### src/rtl/colour_dispatch.sv
// Colour-sensor chip sorter controller: samples R/G/B pulse counts, classifies the chip,
// dispatches a colour code to the sorter and issues a lift request every LIFT_EVERY chips.
module colour_dispatch #(
    parameter int unsigned GATE_CYCLES    = 1000000,
    parameter int unsigned SETTLE_CYCLES  = 5000,
    parameter int unsigned DARK_TH        = 200,
    parameter int unsigned WHITE_TH       = 2000,
    parameter int unsigned DOM_MARGIN     = 50,
    parameter int unsigned LIFT_EVERY     = 8,
    parameter int unsigned TIMEOUT_CYCLES = 250000000
) (
    input  logic       clk,
    input  logic       rst,
    input  logic       enable,
    input  logic       sensorOut,
    input  logic       complete,
    output logic       s2,
    output logic       s3,
    output logic [2:0] colour,
    output logic       start,
    output logic       timeoutErr
);

    localparam logic [3:0] S_IDLE     = 4'd0;
    localparam logic [3:0] S_SELECT   = 4'd1;
    localparam logic [3:0] S_SETTLE   = 4'd2;
    localparam logic [3:0] S_GATE     = 4'd3;
    localparam logic [3:0] S_CLASSIFY = 4'd4;
    localparam logic [3:0] S_DISPATCH = 4'd5;
    localparam logic [3:0] S_ARM      = 4'd6;
    localparam logic [3:0] S_WAITDONE = 4'd7;
    localparam logic [3:0] S_RELEASE  = 4'd8;

    localparam logic [2:0] C_RED     = 3'b000;
    localparam logic [2:0] C_GREEN   = 3'b001;
    localparam logic [2:0] C_BLUE    = 3'b010;
    localparam logic [2:0] C_BIN     = 3'b011;
    localparam logic [2:0] C_RECYCLE = 3'b100;
    localparam logic [2:0] C_LIFT    = 3'b101;
    localparam logic [2:0] C_IDLE    = 3'b111;

    localparam logic [31:0] L_SETTLE_LAST  = 32'(SETTLE_CYCLES - 1);
    localparam logic [31:0] L_GATE_LAST    = 32'(GATE_CYCLES - 1);
    localparam logic [31:0] L_TIMEOUT_LAST = 32'(TIMEOUT_CYCLES - 1);
    localparam logic [31:0] L_DARK         = 32'(DARK_TH);
    localparam logic [31:0] L_WHITE        = 32'(WHITE_TH);
    localparam logic [31:0] L_MARGIN       = 32'(DOM_MARGIN);
    localparam logic [31:0] L_LIFT         = 32'(LIFT_EVERY);

    logic [3:0]  r_state;
    logic [1:0]  r_chan;
    logic [31:0] r_timer;
    logic [31:0] r_chips;
    logic [15:0] r_count;
    logic [15:0] r_red;
    logic [15:0] r_green;
    logic [15:0] r_blue;
    logic [2:0]  r_colour;
    logic        r_lift;
    logic        r_s2;
    logic        r_s3;
    logic        r_start;
    logic        r_timeout;
    logic        r_sens_meta;
    logic        r_sens_sync;
    logic        r_sens_prev;

    logic        w_pulse;
    logic [15:0] w_count_next;
    logic [31:0] w_red;
    logic [31:0] w_green;
    logic [31:0] w_blue;
    logic        w_dark;
    logic        w_white;
    logic [2:0]  w_code;

    assign w_pulse      = r_sens_sync & ~r_sens_prev;
    assign w_count_next = (w_pulse && (r_count != 16'hFFFF)) ? r_count + 16'd1 : r_count;

    // Widen to 32 bits so count + margin never wraps in the dominance test.
    assign w_red   = {16'b0, r_red};
    assign w_green = {16'b0, r_green};
    assign w_blue  = {16'b0, r_blue};
    assign w_dark  = (w_red < L_DARK) && (w_green < L_DARK) && (w_blue < L_DARK);
    assign w_white = (w_red > L_WHITE) && (w_green > L_WHITE) && (w_blue > L_WHITE);

    always_comb begin
        w_code = C_BIN;
        if (w_white) begin
            w_code = C_RECYCLE;
        end else if ((w_red >= w_green + L_MARGIN) && (w_red >= w_blue + L_MARGIN)) begin
            w_code = C_RED;
        end else if ((w_green >= w_red + L_MARGIN) && (w_green >= w_blue + L_MARGIN)) begin
            w_code = C_GREEN;
        end else if ((w_blue >= w_red + L_MARGIN) && (w_blue >= w_green + L_MARGIN)) begin
            w_code = C_BLUE;
        end
    end

    always_ff @(posedge clk) begin
        if (rst) begin
            r_state     <= S_IDLE;
            r_chan      <= 2'd0;
            r_timer     <= 32'd0;
            r_chips     <= 32'd0;
            r_count     <= 16'd0;
            r_red       <= 16'd0;
            r_green     <= 16'd0;
            r_blue      <= 16'd0;
            r_colour    <= C_IDLE;
            r_lift      <= 1'b0;
            r_s2        <= 1'b0;
            r_s3        <= 1'b0;
            r_start     <= 1'b0;
            r_timeout   <= 1'b0;
            r_sens_meta <= 1'b0;
            r_sens_sync <= 1'b0;
            r_sens_prev <= 1'b0;
        end else begin
            r_sens_meta <= sensorOut;
            r_sens_sync <= r_sens_meta;
            r_sens_prev <= r_sens_sync;
            r_start     <= enable;

            case (r_state)
                S_IDLE: begin
                    r_colour <= C_IDLE;
                    r_lift   <= 1'b0;
                    if (enable) begin
                        r_chan  <= 2'd0;
                        r_state <= S_SELECT;
                    end
                end
                S_SELECT: begin
                    case (r_chan)
                        2'd0:    {r_s2, r_s3} <= 2'b00;
                        2'd1:    {r_s2, r_s3} <= 2'b11;
                        default: {r_s2, r_s3} <= 2'b01;
                    endcase
                    r_count <= 16'd0;
                    r_timer <= 32'd0;
                    r_state <= S_SETTLE;
                end
                S_SETTLE: begin
                    if (r_timer == L_SETTLE_LAST) begin
                        r_timer <= 32'd0;
                        r_state <= S_GATE;
                    end else begin
                        r_timer <= r_timer + 32'd1;
                    end
                end
                S_GATE: begin
                    r_count <= w_count_next;
                    if (r_timer == L_GATE_LAST) begin
                        r_timer <= 32'd0;
                        case (r_chan)
                            2'd0:    r_red   <= w_count_next;
                            2'd1:    r_green <= w_count_next;
                            default: r_blue  <= w_count_next;
                        endcase
                        if (r_chan == 2'd2) begin
                            r_state <= S_CLASSIFY;
                        end else begin
                            r_chan  <= r_chan + 2'd1;
                            r_state <= S_SELECT;
                        end
                    end else begin
                        r_timer <= r_timer + 32'd1;
                    end
                end
                S_CLASSIFY: begin
                    if (w_dark) begin
                        r_state <= S_IDLE;
                    end else begin
                        r_colour <= w_code;
                        r_state  <= S_DISPATCH;
                    end
                end
                S_DISPATCH: begin
                    r_timer <= 32'd0;
                    r_state <= S_ARM;
                end
                S_ARM: begin
                    // complete is ignored here: the sorter clears it late after a code change.
                    if (r_timer == 32'd1) begin
                        r_timer <= 32'd0;
                        r_state <= S_WAITDONE;
                    end else begin
                        r_timer <= r_timer + 32'd1;
                    end
                end
                S_WAITDONE: begin
                    if (complete) begin
                        if (!r_lift) begin
                            r_chips <= r_chips + 32'd1;
                        end
                        r_colour <= C_IDLE;
                        r_timer  <= 32'd0;
                        r_state  <= S_RELEASE;
                    end else if (r_timer == L_TIMEOUT_LAST) begin
                        r_timeout <= 1'b1;
                        r_colour  <= C_IDLE;
                        r_timer   <= 32'd0;
                        r_state   <= S_RELEASE;
                    end else begin
                        r_timer <= r_timer + 32'd1;
                    end
                end
                S_RELEASE: begin
                    if (r_timer == 32'd1) begin
                        r_timer <= 32'd0;
                        if (r_chips == L_LIFT) begin
                            r_chips  <= 32'd0;
                            r_lift   <= 1'b1;
                            r_colour <= C_LIFT;
                            r_state  <= S_DISPATCH;
                        end else begin
                            r_lift  <= 1'b0;
                            r_state <= S_IDLE;
                        end
                    end else begin
                        r_timer <= r_timer + 32'd1;
                    end
                end
                default: begin
                    r_colour <= C_IDLE;
                    r_state  <= S_IDLE;
                end
            endcase
        end
    end

    assign s2         = r_s2;
    assign s3         = r_s3;
    assign colour     = r_colour;
    assign start      = r_start;
    assign timeoutErr = r_timeout;

endmodule

### config.mk
export PLATFORM = sky130hd
export DESIGN_NAME = colour_dispatch
export DESIGN_NICKNAME = d
export VERILOG_FILES = /design/src/rtl/colour_dispatch.sv
export SDC_FILE = /design/constraint.sdc
export NUM_CORES = 1
export LEC_CHECK = 0
export BUFFER_PORTS_ARGS = -buffer_cell sky130_fd_sc_hd__buf_2
export CAP_MARGIN = 20
export CORE_UTILIZATION = 65
export DETAILED_ROUTE_END_ITERATION = 8
export PLACE_DENSITY = 0.84
export SETUP_SLACK_MARGIN = 0.4
export SYNTH_ARGS = -nofsm -noshare
export SYNTH_HDL_FRONTEND = slang
export SYNTH_SLANG_ARGS = --single-unit
### constraint.sdc
create_clock -name clk -period 9 [get_ports clk]
set_input_delay 0.45 -clock clk [delete_from_list [all_inputs] [get_ports clk]]
set_output_delay 0.45 -clock clk [all_outputs]
set_load 0.02 [all_outputs]
==> Yosys cells after proc, flatten, opt, wreduce, memory -nomap -nowiden <==
Index checks and enable logic that the tools add are counted.
{ "word_totals": {"reg_bits": 145, "inputBits": 5, "output_inout_bits": 7, "wordCells": 139} }
{ "op_classes": {"addsub": 7, "magnitude_cmp": 12, "n_eq_ne": 27, "muxes": 43, "bitwise_logic": 5, "n_reduce_logical": 28} }
{ "ops": {"columns": ["op", "n"], "rows": [
  ["32-bit 2-to-1 mux", 9],
  ["32-bit one-hot mux with 5 select lines", 1],
  ["16-bit by 32-bit greater-or-equal comparator with 1-bit output", 3],
  ["32-bit by 1-bit adder with 32-bit output, second input constant", 2],
  ["32-bit one-hot mux with 2 select lines", 1],
  ["16-bit by 6-bit adder with 17-bit output, second input constant", 3],
  ["16-bit by 17-bit greater-or-equal comparator with 1-bit output", 3],
  ["16-bit by 11-bit greater-than comparator with 1-bit output, second input constant", 3],
  ["16-bit by 8-bit less-than comparator with 1-bit output, second input constant", 3],
  ["4-bit one-hot mux with 9 select lines", 1],
  ["32-bit by 1-bit equality test with 1-bit output, second input constant", 1],
  ["32-bit by 13-bit equality test with 1-bit output, second input constant", 1],
  ["32-bit by 20-bit equality test with 1-bit output, second input constant", 1],
  ["32-bit by 28-bit equality test with 1-bit output, second input constant", 1],
  ["32-bit by 4-bit equality test with 1-bit output, second input constant", 1],
  ["16-bit one-hot mux with 2 select lines", 1],
  ["4-bit 2-to-1 mux", 7],
  ["3-bit 2-to-1 mux", 9],
  ["2-bit inequality test, second input constant", 10],
  ["16-bit by 1-bit adder with 16-bit output, second input constant", 1],
  ["4-bit by 3-bit equality test with 1-bit output, second input constant", 4],
  ["16-bit 2-to-1 mux", 1],
  ["16-bit inequality test, second input constant", 1],
  ["3-bit one-hot mux with 4 select lines", 1],
  ["25 further kinds", 53]
]} }

==> Logic depth before layout (Yosys ltp) <==
{ "logic_depth": {"depth_word": 9, "ltp_mapped": 16, "depth_no_buf": 15} }

==> Least setup slack after synthesis <==
OpenSTA, ideal clock, no wires.
{ "synth_timing": {"kind": "register to register", "startpoint": "register r_green[1]", "endpoint": "register r_colour[1], in the netlist colour[1]", "arrival_time_ps": 3541, "required_ps": 8909, "path_slack_ps": 5368, "path_stages_with_launch": 15, "path_buffers": 0, "period_less_slack_ps": 3632, "path_cell_list": "dfxtp_1 ha_1 a211o_1 nand2_1 xor2_1 ha_1 a21o_1 a221oi_1 o21ai_0 maj3_2 maj3_1 maj3_1 o21a_1 o211a_1 a311oi_1"} }
{ "synth_between": {"elab_chain_len": 7} }
{ "synth_lines": {"columns": ["item", "line_no", "source"], "rows": [
  ["start: declaration", "56", "logic [15:0] r_green;"],
  ["start signal: assignment", "158", "2'd1: r_green <= w_count_next;"],
  ["16-bit by 6-bit adder with 17-bit output, or another cell as far along", "91", "end else if ((w_red >= w_green + L_MARGIN) && (w_red >= w_blue + L_MARGIN)) begin"],
  ["16-bit by 32-bit greater-or-equal comparator with 1-bit output or 1-bit logical AND (tied branches)", "91, 93", null],
  ["1-bit logical AND or 2-bit 2-to-1 mux (tied branches)", "91, 93", null],
  ["2-bit 2-to-1 mux", "91", null],
  ["3-bit 2-to-1 mux", "89", "if (w_white) begin"],
  ["3-bit 2-to-1 mux", "172", "if (w_dark) begin"],
  ["3-bit one-hot mux with 4 select lines", "125", "case (r_state)"],
  ["end signal: assignment", "175", "r_colour <= w_code;"],
  ["end: declaration", "58", "logic [2:0] r_colour;"]
]} }
Parallel ways exist; a longest one is shown, timed or not. The select of a mux whose other input is x is not followed.
A chain may end at the register's enable or synchronous reset.

==> Worst setup path after layout <==
{ "layout_timing": {"startpoint": "register r_green[3]", "endpoint": "register r_colour[1], in the netlist colour[1]"} }
The elaborated chain is that of the path after synthesis.

==> run summary <==
Antenna-violating nets left = 0
Power Density = 164 nW/µm²
Unrepaired setup endpoints after global routing = no
Post-CTS Setup Bufs = 0
Worst Setup End Kind = flip-flop
R2R Path End = colour[1]
Area growth syn-to-layout = 7.11%
Routed WL = 23.9 mm
# H-tree levels = 4
Vias in the first global route = 8159
Crit path DAT = 4.40 ns
First-pass GRT wire length = 38.7 mm
DRT iter0 DRCs = 794
GRT overflow = 0
Final Slew Violations = 0
Dpl cells = 1363
Hold EP = r_sens_meta
Placed Area = 9650 µm²
Min-delay src = sensorOut
Worst r2r path cells = 14
Full die area = 15200 µm²
Clock root buffer = clkbuf_16
Net total in the final layout = 1288
FMAX = 245 MHz
Num CTS Buffers = 17
CTS clk-pin slew, worst paths = 0.06 ns
Worst R2R Start = r_green[3]
Post-synth EDFFs = 0
Status = completed
VDD IR max = 0.000148 V
Synth Instances = 1224
Clk sinks = 145
Crit path from = r_green[3]
Die Wd = 123 µm
Rows = 44
Worst Path Max Fanout = 9
I/O Buffers = 11
Drt pass-1 iters = 5
Crit path time final = 4.08 ns
CTS Buffer Depth = 2
Max Cap Viol = 0
CTS resizes = 0
TritonCTS clock tree = yes
Number of remaining DRC errors = 0
Slew headroom = 0.333
Latest clock arrival within the worst-skew pair = 0.42 ns
Hold buffer count at cts = 0
Most common cell in the synthesized netlist = nand2_1
Yosys synthesis warning count = 0
Via count = 8814
R2r setup slk = 4.92 ns
Initial antenna violation count = 0
Pleak = 0.00382 µW
Share of cells above drive strength 1 = 0.0546
Prevailing post-synth register cell = dfxtp_1
Synth area leaders = dfxtp_1 (30%), ha_1 (11%), nand2_1 (7.0%)
Asr flop ratio synth = 0
Avg Cell Area, Syn = 7.84 µm²
GRT Total Usage = 0.322
Sequential share of the synthesized area = 0.303
Critical path required time = 9.32 ns
Clk_skew = 0.00873 ns
Post-route total power = 1690 µW
Post-synth top cells = nand2_1 (178), dfxtp_1 (145), nor2_1 (129)
GPL Wtd Cong = 0.933
Tightest Pin Transition = 1.00 ns
Final Hold Vio Count = 0
IO Pins = 12
Critical Path Start Type = flip-flop
Hold Crit Depth = 2
Die height = 123 µm
Post-route cell area = 10300 µm²
Initial Util = 0.663
Endpoints failing setup = 0
Hold/Removal Path Class = input port to flip-flop
Final worst path period share = 0.453
Kind of critical path = flip-flop to flip-flop
Largest net degree at the start of global routing = 52
Leading area contributor after synthesis = dfxtp_1
Via/cell ratio = 6.33
Syn Nets = 1314
CORE AREA = 14500 µm²
Sum Neg Setup Slack = 0 ns
Synth Register Bits = 145
Post-Layout Cell Count = 1393
Post-synth top area share = 0.303
Synth unique cells = 78
Ant. Diodes = 0
Cell Area, Synth = 9590 µm²
Post-DP HPWL = 17.1 mm
Wire length per cell = 17.2 µm
-- critical path, stage by stage, from the launching register on --
cell and delay, ns:
dfxtp_1 0.40, nand3_1 0.15, nor3b_1 0.56, nor2_1 0.11, xnor2_1 0.23, ha_1 0.28
and3_1 0.19, a221oi_1 0.22, o21ai_0 0.15, maj3_2 0.31, maj3_1 0.36, maj3_1 0.35
o21a_1 0.21, o211a_1 0.22, a311oi_1 0.24
-- how the worst max path moves through the flow --
stage | slack, ns | cells past startpoint | to
2_1_floorplan | 5.37 | 14 | colour[1]
3_3_place_gp | 5.11 | 14 | colour[1]
3_5_place_dp | 4.94 | 14 | colour[1]
4_1_cts | 4.94 | 14 | colour[1]
5_1_grt | 4.71 | 14 | colour[1]
6_report | 4.92 | 14 | colour[1]
-- sequential cells by signal, indices dropped and copies added (netlist names), 2 cells and up --
register,cells
colour,3
r_blue,16
r_chan,2
r_chips,32
r_count,16
r_green,16
r_red,16
r_state,4
r_timer,32
-- metal layers --
layer / part of all wire / vias up / GRT usage
met4: 0.034 / 0 / 0.143
met2: 0.49 / 335 / 0.553
met5: 0 / - / 0
li1: - / 4305 / -
met3: 0.057 / 86 / 0.0466
met1: 0.42 / 4088 / 0.399
-- area by class of cell --
cell class                 count  area (µm²)
clock buffer                  21         470
clock inverter                 9         156
multi-input combinational    990        6330
fill                        1132        4200
tap                          184         230
timing repair buffer          13        70.1
inverter                      31         116
sequential                   145        2900
-- logic make-up after synthesis --
| family | share of synthesized area |
|---|---|
| buf+inv | 0.0377 |
| simple gates | 0.280 |
| compound gates | 0.162 |
| xor+xnor | 0.0949 |
| flops | 0.303 |
| mux | 0.00117 |
| fa+ha+maj | 0.121 |
-- power by group --
group / internal [µW] / switching, µW / leakage (µW)
sequential: 659 / 31.3 / 0.00117
clock: 483 / 267 / 0.000297
combinational: 75.7 / 174 / 0.00235
total: 1220 / 472 / 0.00382
-- cells in the final DEF, fill, tap and decap left out, types with 5 or more instances in the layout --
cell type and n:
a211o_1 5, a21o_1 19, a21oi_1 105, a22oi_1 15, a31oi_1 9, and2_1 7, and3_1 23, and4_1 11
buf_2 11, clkbuf_16 17, dfxtp_1 145, ha_1 85, inv_1 31, maj3_1 9, nand2_1 178, nand3_1 45
nand4_1 33, nor2_1 129, nor2b_1 14, nor3_1 23, nor3b_1 7, nor4_1 24, o21ai_0 29, o31ai_1 8
or2_2 5, or3_1 16, or4_1 6, xnor2_1 65, xor2_1 39
-- through the flow --
stage	utilization	worst slack, ns	hold WS, ns
5_1_grt	0.710	4.71	0.264
3_5_place_dp	0.666	4.94	0.427
3_3_place_gp	0.666	5.11	0.423
2_1_floorplan	-	5.37	0.414
6_report	0.710	4.92	0.252
4_1_cts	0.710	4.94	0.262
No activity file was read; power rests on OpenSTA's default activity.
